`config.mk`:
```
export PLATFORM = sky130hd
export DESIGN_NAME = memory_data_sized
export DESIGN_NICKNAME = d
export VERILOG_FILES = /design/src/rtl/memory_data_sized.sv
export SDC_FILE = /design/constraint.sdc
export NUM_CORES = 2
export LEC_CHECK = 0
export ABC_AREA = 0
export CAP_MARGIN = 20
export CORE_MARGIN = 10
export CORE_UTILIZATION = 45
export DETAILED_ROUTE_END_ITERATION = 7
export PLACE_DENSITY_LB_ADDON = 0.2
export SYNTH_ARGS = -nofsm -noshare
export SYNTH_HDL_FRONTEND = slang
export SYNTH_SLANG_ARGS = --single-unit
```
`constraint.sdc`:
```
create_clock -name clk -period 8.2 [get_ports clk]
set_clock_uncertainty 0.1 [all_clocks]
set_input_delay 0.82 -clock clk [delete_from_list [all_inputs] [get_ports clk]]
set_output_delay 0.82 -clock clk [all_outputs]
set_load 0.02 [all_outputs]
```
`src/rtl/memory_data_sized.sv`:
```
// Byte-addressed little-endian data RAM with 1/2/4/8-byte loads and stores,
// valid/ready request and response handshakes, a fixed access latency and fault reporting.
module memory_data_sized #(
    parameter int XLEN    = 64,
    parameter int ADDR_W  = 9,
    parameter int LATENCY = 1
) (
    input  logic              clk,
    input  logic              rst_n,
    input  logic              req_valid,
    output logic              req_ready,
    input  logic              req_we,
    input  logic [1:0]        req_size,
    input  logic              req_unsigned,
    input  logic [ADDR_W-1:0] req_addr,
    input  logic [XLEN-1:0]   req_wdata,
    output logic              rsp_valid,
    input  logic              rsp_ready,
    output logic [XLEN-1:0]   rsp_rdata,
    output logic              rsp_fault
);

    localparam int DEPTH  = 1 << ADDR_W;
    localparam int WORDS  = DEPTH / 8;
    localparam int CNT_W  = 4;
    localparam int WIDX_W = ADDR_W - 3;

    typedef enum logic [1:0] {
        IDLE,
        BUSY,
        RESP
    } state_e;

    state_e              state_q, state_d;
    logic [CNT_W-1:0]    cnt_q, cnt_d;
    logic                we_q, we_d;
    logic [1:0]          size_q, size_d;
    logic                uns_q, uns_d;
    logic [ADDR_W-1:0]   addr_q, addr_d;
    logic [XLEN-1:0]     wdata_q, wdata_d;
    logic [XLEN-1:0]     rdata_q, rdata_d;
    logic                fault_q, fault_d;

    // Any legal access is naturally aligned, so all of its bytes live in one 64-bit word.
    logic [XLEN-1:0]     mem_q [WORDS];

    logic                access;
    logic [3:0]          nbytes;
    logic [2:0]          align_mask;
    logic [7:0]          size_be;
    logic [7:0]          lane_be;
    logic [ADDR_W:0]     end_addr;
    logic                misaligned;
    logic                out_of_range;
    logic                fault;
    logic [WIDX_W-1:0]   word_idx;
    logic [XLEN-1:0]     word_rd;
    logic [XLEN-1:0]     raw;
    logic [XLEN-1:0]     load_ext;
    logic [XLEN-1:0]     wr_bits;
    logic [XLEN-1:0]     wr_mask;
    logic [XLEN-1:0]     wr_word;

    assign access = (state_q == BUSY) && (cnt_q == '0);

    always_comb begin
        align_mask = 3'b000;
        size_be    = 8'h01;
        case (size_q)
            2'd0: begin align_mask = 3'b000; size_be = 8'h01; end
            2'd1: begin align_mask = 3'b001; size_be = 8'h03; end
            2'd2: begin align_mask = 3'b011; size_be = 8'h0F; end
            default: begin align_mask = 3'b111; size_be = 8'hFF; end
        endcase
    end

    // One extra address bit keeps addr+n from wrapping past the top of the array.
    assign nbytes       = 4'd1 << size_q;
    assign end_addr     = {1'b0, addr_q} + (ADDR_W+1)'(nbytes);
    assign misaligned   = |(addr_q[2:0] & align_mask);
    assign out_of_range = end_addr > (ADDR_W+1)'(DEPTH);
    assign fault        = misaligned || out_of_range;

    assign word_idx = addr_q[ADDR_W-1:3];
    assign word_rd  = mem_q[word_idx];
    assign raw      = word_rd >> {addr_q[2:0], 3'b000};

    always_comb begin
        load_ext = raw;
        case (size_q)
            2'd0: load_ext = {{(XLEN-8){~uns_q & raw[7]}}, raw[7:0]};
            2'd1: load_ext = {{(XLEN-16){~uns_q & raw[15]}}, raw[15:0]};
            2'd2: load_ext = {{(XLEN-32){~uns_q & raw[31]}}, raw[31:0]};
            default: load_ext = raw;
        endcase
    end

    assign lane_be = size_be << addr_q[2:0];
    assign wr_bits = wdata_q << {addr_q[2:0], 3'b000};

    always_comb begin
        wr_mask = '0;
        for (int unsigned i = 0; i < 8; i++) begin
            wr_mask[8*i +: 8] = {8{lane_be[i]}};
        end
    end

    assign wr_word = (word_rd & ~wr_mask) | (wr_bits & wr_mask);

    always_comb begin
        state_d = state_q;
        cnt_d   = cnt_q;
        we_d    = we_q;
        size_d  = size_q;
        uns_d   = uns_q;
        addr_d  = addr_q;
        wdata_d = wdata_q;
        rdata_d = rdata_q;
        fault_d = fault_q;
        case (state_q)
            IDLE: begin
                if (req_valid) begin
                    we_d    = req_we;
                    size_d  = req_size;
                    uns_d   = req_unsigned;
                    addr_d  = req_addr;
                    wdata_d = req_wdata;
                    cnt_d   = CNT_W'(LATENCY - 1);
                    state_d = BUSY;
                end
            end
            BUSY: begin
                if (cnt_q != '0) begin
                    cnt_d = cnt_q - 1'b1;
                end else begin
                    rdata_d = (fault || we_q) ? '0 : load_ext;
                    fault_d = fault;
                    state_d = RESP;
                end
            end
            RESP: begin
                if (rsp_ready) begin
                    state_d = IDLE;
                end
            end
            default: state_d = IDLE;
        endcase
    end

    always_ff @(posedge clk or negedge rst_n) begin
        if (!rst_n) begin
            state_q <= IDLE;
            cnt_q   <= '0;
            we_q    <= 1'b0;
            size_q  <= '0;
            uns_q   <= 1'b0;
            addr_q  <= '0;
            wdata_q <= '0;
            rdata_q <= '0;
            fault_q <= 1'b0;
        end else begin
            state_q <= state_d;
            cnt_q   <= cnt_d;
            we_q    <= we_d;
            size_q  <= size_d;
            uns_q   <= uns_d;
            addr_q  <= addr_d;
            wdata_q <= wdata_d;
            rdata_q <= rdata_d;
            fault_q <= fault_d;
        end
    end

    // The array has no reset; a store is blocked whenever reset forces state_q to IDLE.
    always_ff @(posedge clk) begin
        if (access && we_q && !fault) begin
            mem_q[word_idx] <= wr_word;
        end
    end

    assign req_ready = (state_q == IDLE);
    assign rsp_valid = (state_q == RESP);
    assign rsp_rdata = rdata_q;
    assign rsp_fault = fault_q;

endmodule
```
[Word-level counts from Yosys, hierarchy flattened]
Memory sizes are Yosys's and may differ from the RTL's.
Index checks and enable logic that the tools add are counted.
Cells by class
  add/subtract/negate cells: 2
  magnitude comparators: 1
  equal/unequal tests: 8
  shift-type cells: 4
  mux-type cells: 13
  bitwise logic cells: 10
  reduce and logical (&&, ||, !) cells: 16
Operators by type and width (number)
  $pmux 64 s3: 1
  $and 64x64->64: 2
  $mux 64: 1
  $not 64->64: 1
  $or 64x64->64: 1
  $shl 64x6->64: 1
  $shr 64x6->64: 1
  $pmux 8 s3: 1
  $add 9x4->10: 1
  $gt 10x10->1 const B: 1
  $pmux 3 s3: 1
  $mux 4: 2
  $pmux 4 s2: 1
  $shl 8x3->8: 1
  $mux 2: 3
  $pmux 2 s3: 1
  $reduce_and 3->1: 2
  $eq 2x1->1 const B: 2
  $eq 2x2->1 const B: 2
  $logic_not 2->1: 2
  $logic_not 4->1: 1
  $ne 2x1->1 const B: 2
  $ne 2x2->1 const B: 2
  $reduce_and 2->1: 2
  other kinds (12): 19
Storage, ports and cells
  register bits after elaboration: 148
  RAM bits: 4096
  input port bits: 81
  output and inout port bits: 67
  memories: 1
Memory list
  mem_q: depth 64, bits a word 64, read ports 1, clocked after memory_dff 0, wr ports 1, RTL line 45  | logic [XLEN-1:0] mem_q [WORDS];

[Depth between registers and ports, before layout]
  depth in word-level cells: 9
  depth in mapped cells: 18

[Worst setup path before layout]
No wires, ideal clock.
  kind: flip-flop to flip-flop
  from: reg addr_q[1]
  to: mem mem_q[14][0] (enable)
  arrival time: 6.374 ns
  data required time: 7.613 ns
  setup slack: 1.239 ns
  cell stages (with the launch flop): 17
  buffers on the path: 5
  period minus slack after synthesis: 6.961 ns
  cell sequence: dfrtp_1 -> clkbuf_1 -> inv_2 -> buf_1 -> buf_1 -> clkbuf_1 -> buf_1 -> xnor2_1 -> ha_1 -> xnor2_1 -> and3_1 -> o21a_1 -> nand2_1 -> a21o_1 -> nor2_1 -> nand2_1 -> nor2_1
On the way
  cells in the longest elaborated chain, start to end: 7
  elaborated cells on any way between the ends: 9
  classes of those cells: add/sub: 1; order compare: 1; mux: 2; bitwise: 1; reduce/logical: 4
Ends and longest elaborated chain
  start: declaration: RTL line 39  | logic [ADDR_W-1:0] addr_q, addr_d;
  start signal: assignment: RTL line 167  | addr_q <= addr_d;
  $add 9x4->10 / $and 3x3->3 (equally long branches): RTL line 79, 80
  $gt 10x10->1 / $reduce_or 3->1 (equally long branches): RTL line 81, 80
  $logic_or 1x1->1 (*): RTL line 82  | assign fault = misaligned || out_of_range;
  $logic_not 1->1 (*): RTL line 176  | if (access && we_q && !fault) begin
  $logic_and 1x1->1 (*): RTL line 176
  $mux 1 (*): RTL line 176
  $mux 1 (not written as such) (*): RTL line 177  | mem_q[word_idx] <= wr_word;
  end: declaration: RTL line 45
Mark *: on every way between the ends. The rest lies on a longest branch, timed or not.

[Worst setup path after layout]
  from: reg addr_q[4]
  to: mem mem_q[36][6] (data pin)
On the way
  cells in the longest elaborated chain, start to end: 3
Ends and longest elaborated chain
  $mem_v2 64x64
  $and 64x64->64: RTL line 108  | assign wr_word = (word_rd & ~wr_mask) | (wr_bits & wr_mask);
  $or 64x64->64: RTL line 108
  via wr_word[6]: RTL line 62  | logic [XLEN-1:0] wr_word;
The timed path passes the listed nets, and every way through them passes these cells.

==> results.json <==
{
  "arrival_ns": 6.67,
  "grtUsageTotal_pct": 32.4,
  "ys_warn_count": 0,
  "cts.sinks": 4244,
  "grt_max_degree": 113,
  "yosys.area.top_type": "edfxtp_1",
  "antenna_found_initial": 42,
  "final_common_cell": "edfxtp_1",
  "peakVddDrop_uv": 532,
  "path_class": "flip-flop to flip-flop",
  "dr.pass1.iters": 6,
  "synth_top_flop_cell": "edfxtp_1",
  "worst_path_max_delay_cell": "and3b_4",
  "die_w_um": 622,
  "cts_root_buffer": "clkbuf_16",
  "clkLatencyLatePin_ns": 0.99,
  "r2r_setup_slack_ns": 2.08,
  "setup_viol": 0,
  "crit_fanout": 64,
  "die_y_um": 622,
  "synth_area_leaders": "edfxtp_1 (75%), a22oi_1 (3.3%), mux2i_1 (2.8%)",
  "wl_per_cell_um": 44.2,
  "drt_iter0_markers": 18000,
  "hold_viol": 0,
  "drive_gt1_share_pct": 17.1,
  "synth-edff-count": 4096,
  "drv_cap": 0,
  "cp_common_cell": "buf_4",
  "grt.met1_usage_pct": 43.0,
  "synth.distinct_cells": 100,
  "cts_tree": "done",
  "outcome": "finished clean",
  "grt_pass1_vias": 97200,
  "grtUsageMet2_pct": 48.6,
  "finalCritPeriodShare_pct": 74.6,
  "syn2layout_area_growth_pct": 14.7,
  "fin_util_pct": 51.7,
  "max_slew_margin_pct": 10.2,
  "dr_total_vias": 104000,
  "async_flop_share_pct": 3.49,
  "gr-max-usage-layer": "met2",
  "grt_setup_unrepaired": "no",
  "synth_nets": 9251,
  "critPathLaunch": "addr_q[4]$_DFFE_PN0P_",
  "vias_per_cell": 7.03,
  "maxSlewViolCount": 0,
  "endpoint_kind": "flip-flop",
  "finalInstanceArea_um2": 187000,
  "finalCriticalPeriod_ns": 6.12,
  "place_inst": 14000,
  "clk_pin_slew_ns": 0.06,
  "syn_inst": 9166,
  "start_kind": "flip-flop",
  "placed_cell_area_um2": 174000,
  "design.portCount": 148,
  "initial_core_util_pct": 45.1,
  "worst_pin_slew_ns": 1.35,
  "ant_nets": 0,
  "clk_path_buf_depth": 4,
  "finalSetupTns_ns": 0,
  "r2r_end": "mem_q[36][6]$_DFFE_PP_",
  "most-common-layout-cells": "edfxtp_1 (4,096), a22oi_1 (711), mux2i_1 (443)",
  "place_congestion": 0.928,
  "grt.overflow.total": 0,
  "drcViolationCount": 0,
  "hp-class": "primary input to flip-flop",
  "routed_wl_um": 653000,
  "nFillCells": 28800,
  "hp-start": "rsp_ready",
  "power.density_nw_per_um2": 489,
  "synth_area_per_cell_um2": 17.8,
  "io_buffers": 147,
  "grt_pass1_wl_um": 868000,
  "seq_area_frac_synth_pct": 77.6,
  "met3_usage_pct": 8.78,
  "slowest_delay_ns": 0.95,
  "cp.required_ns": 8.76,
  "yosys.area.top_type_share_pct": 75.3,
  "finalNonFillerCells": 14800,
  "num_rows": 221,
  "reg2reg_from": "addr_q[4]$_DFFE_PN0P_",
  "hpwl_um": 363000,
  "worstPathCellList": "buf_4 -> and3b_4 -> buf_4 -> buf_4 -> a22oi_1 -> a31oi_1 -> a21oi_1 -> o21ai_0 -> nor2_1 -> buf_4 -> a21oi_4 -> buf_4",
  "htree_levels": 5,
  "r2r_cells": 12,
  "critical_path.endpoint": "mem_q[36][6]$_DFFE_PP_",
  "power.total_w": 0.0915,
  "syn-cell-area_um2": 163000,
  "core_area_um2": 362000,
  "cts_buffers": 423,
  "nNetsFinal": 9677,
  "leakagePower_nw": 59.3,
  "cts_resized": 0,
  "die_area_um2": 387000,
  "fmax_mhz": 164,
  "yosys_register_bits": 4244
}
-- what timing repair did --
| action | CTS | global route |
|---|---|---|
| hold buffers | 1 | 0 |
| endpoints found under the hold margin | 81 | 0 |
| setup buffers | 0 | 0 |
-- final cells by class --
class                   instances  area, µm²  share of cell area [%]
flip-flops and latches       4244     127000                    67.7
multi-input cells            4248      34400                    18.4
clock buffers                 539      11400                    6.09
repair buffers                639       6430                    3.43
well taps                    4794       6000                    3.20
clock inverters               234       2020                    1.08
inverters                      36        148                  0.0789
diodes                         42        105                  0.0561
-- layer usage --
| metal | vias to the layer above | routed length, µm |
|---|---|---|
| met3 | 1830 | 85500 |
| met5 | - | 167 |
| met2 | 8602 | 288000 |
| li1 | 38900 | - |
| met4 | 20 | 44200 |
| met1 | 54400 | 235000 |
-- metrics by stage --
step | hold slack (ns) | setup slack (ns)
finish | 0.308 | 2.08
global placement | 0.384 | 2.13
floorplan | 0.372 | 1.24
detailed placement | 0.396 | 2.16
CTS | 0.262 | 2.17
global route | 0.335 | 2.04
-- sequential cells by signal, indices dropped and copies added (netlist names) --
register   cells
mem_q       4096
rsp_fault      1
state_q        2
we_q           1
addr_q         9
size_q         2
uns_q          1
cnt_q          4
wdata_q       64
rsp_rdata     64
-- critical path, delay by kind of cell, from the launching register on --
| kind | cells | cell delay [ns] |
|---|---|---|
| AOI/OAI and AO/OA | 5 | 1.41 |
| DFF | 1 | 0.74 |
| buffers and inverters | 5 | 2.30 |
| and+or+nand+nor | 2 | 1.05 |
-- cell families after synthesis --
logic type	synth area share [%]
simple gates	3.28
compound gates	10.6
mux	6.21
fa+ha+maj	0.0368
xor+xnor	0.0215
buf+inv	2.24
flops	77.6
-- report_power, final --
group	leakage, nW	internal (W)	switching (W)
registers	38.8	0.0351	0.000673
clock network	6.57	0.0108	0.00836
logic	13.9	0.00843	0.0282
total	59.3	0.0543	0.0372
-- cells in the mapped netlist (50+ instances only) --
master and number:
clkbuf_1 167, edfxtp_1 4096, mux4_2 101, a221oi_1 321
a221o_1 87, buf_6 50, buf_1 66, o211ai_1 50
a21oi_1 259, nand2_1 291, o22ai_1 85, mux2_2 281
nand4_1 57, a31oi_1 145, a22oi_1 711, buf_4 58
buf_2 281, nand3_1 104, a22o_1 225, o21ai_0 155
nor2_1 343, mux2i_1 459, dfrtp_1 148
-- worst min path at each step --
stage	to	cells past startpoint
6_report	state_q[1]$_DFFE_PN0P_	2
3_5_place_dp	rsp_rdata[31]$_DFFE_PN0P_	2
5_1_grt	state_q[1]$_DFFE_PN0P_	2
4_1_cts	state_q[1]$_DFFE_PN0P_	2
3_3_place_gp	cnt_q[0]$_DFFE_PN0P_	1
2_1_floorplan	cnt_q[0]$_DFFE_PN0P_	1
(Power assumes the default switching activity.)
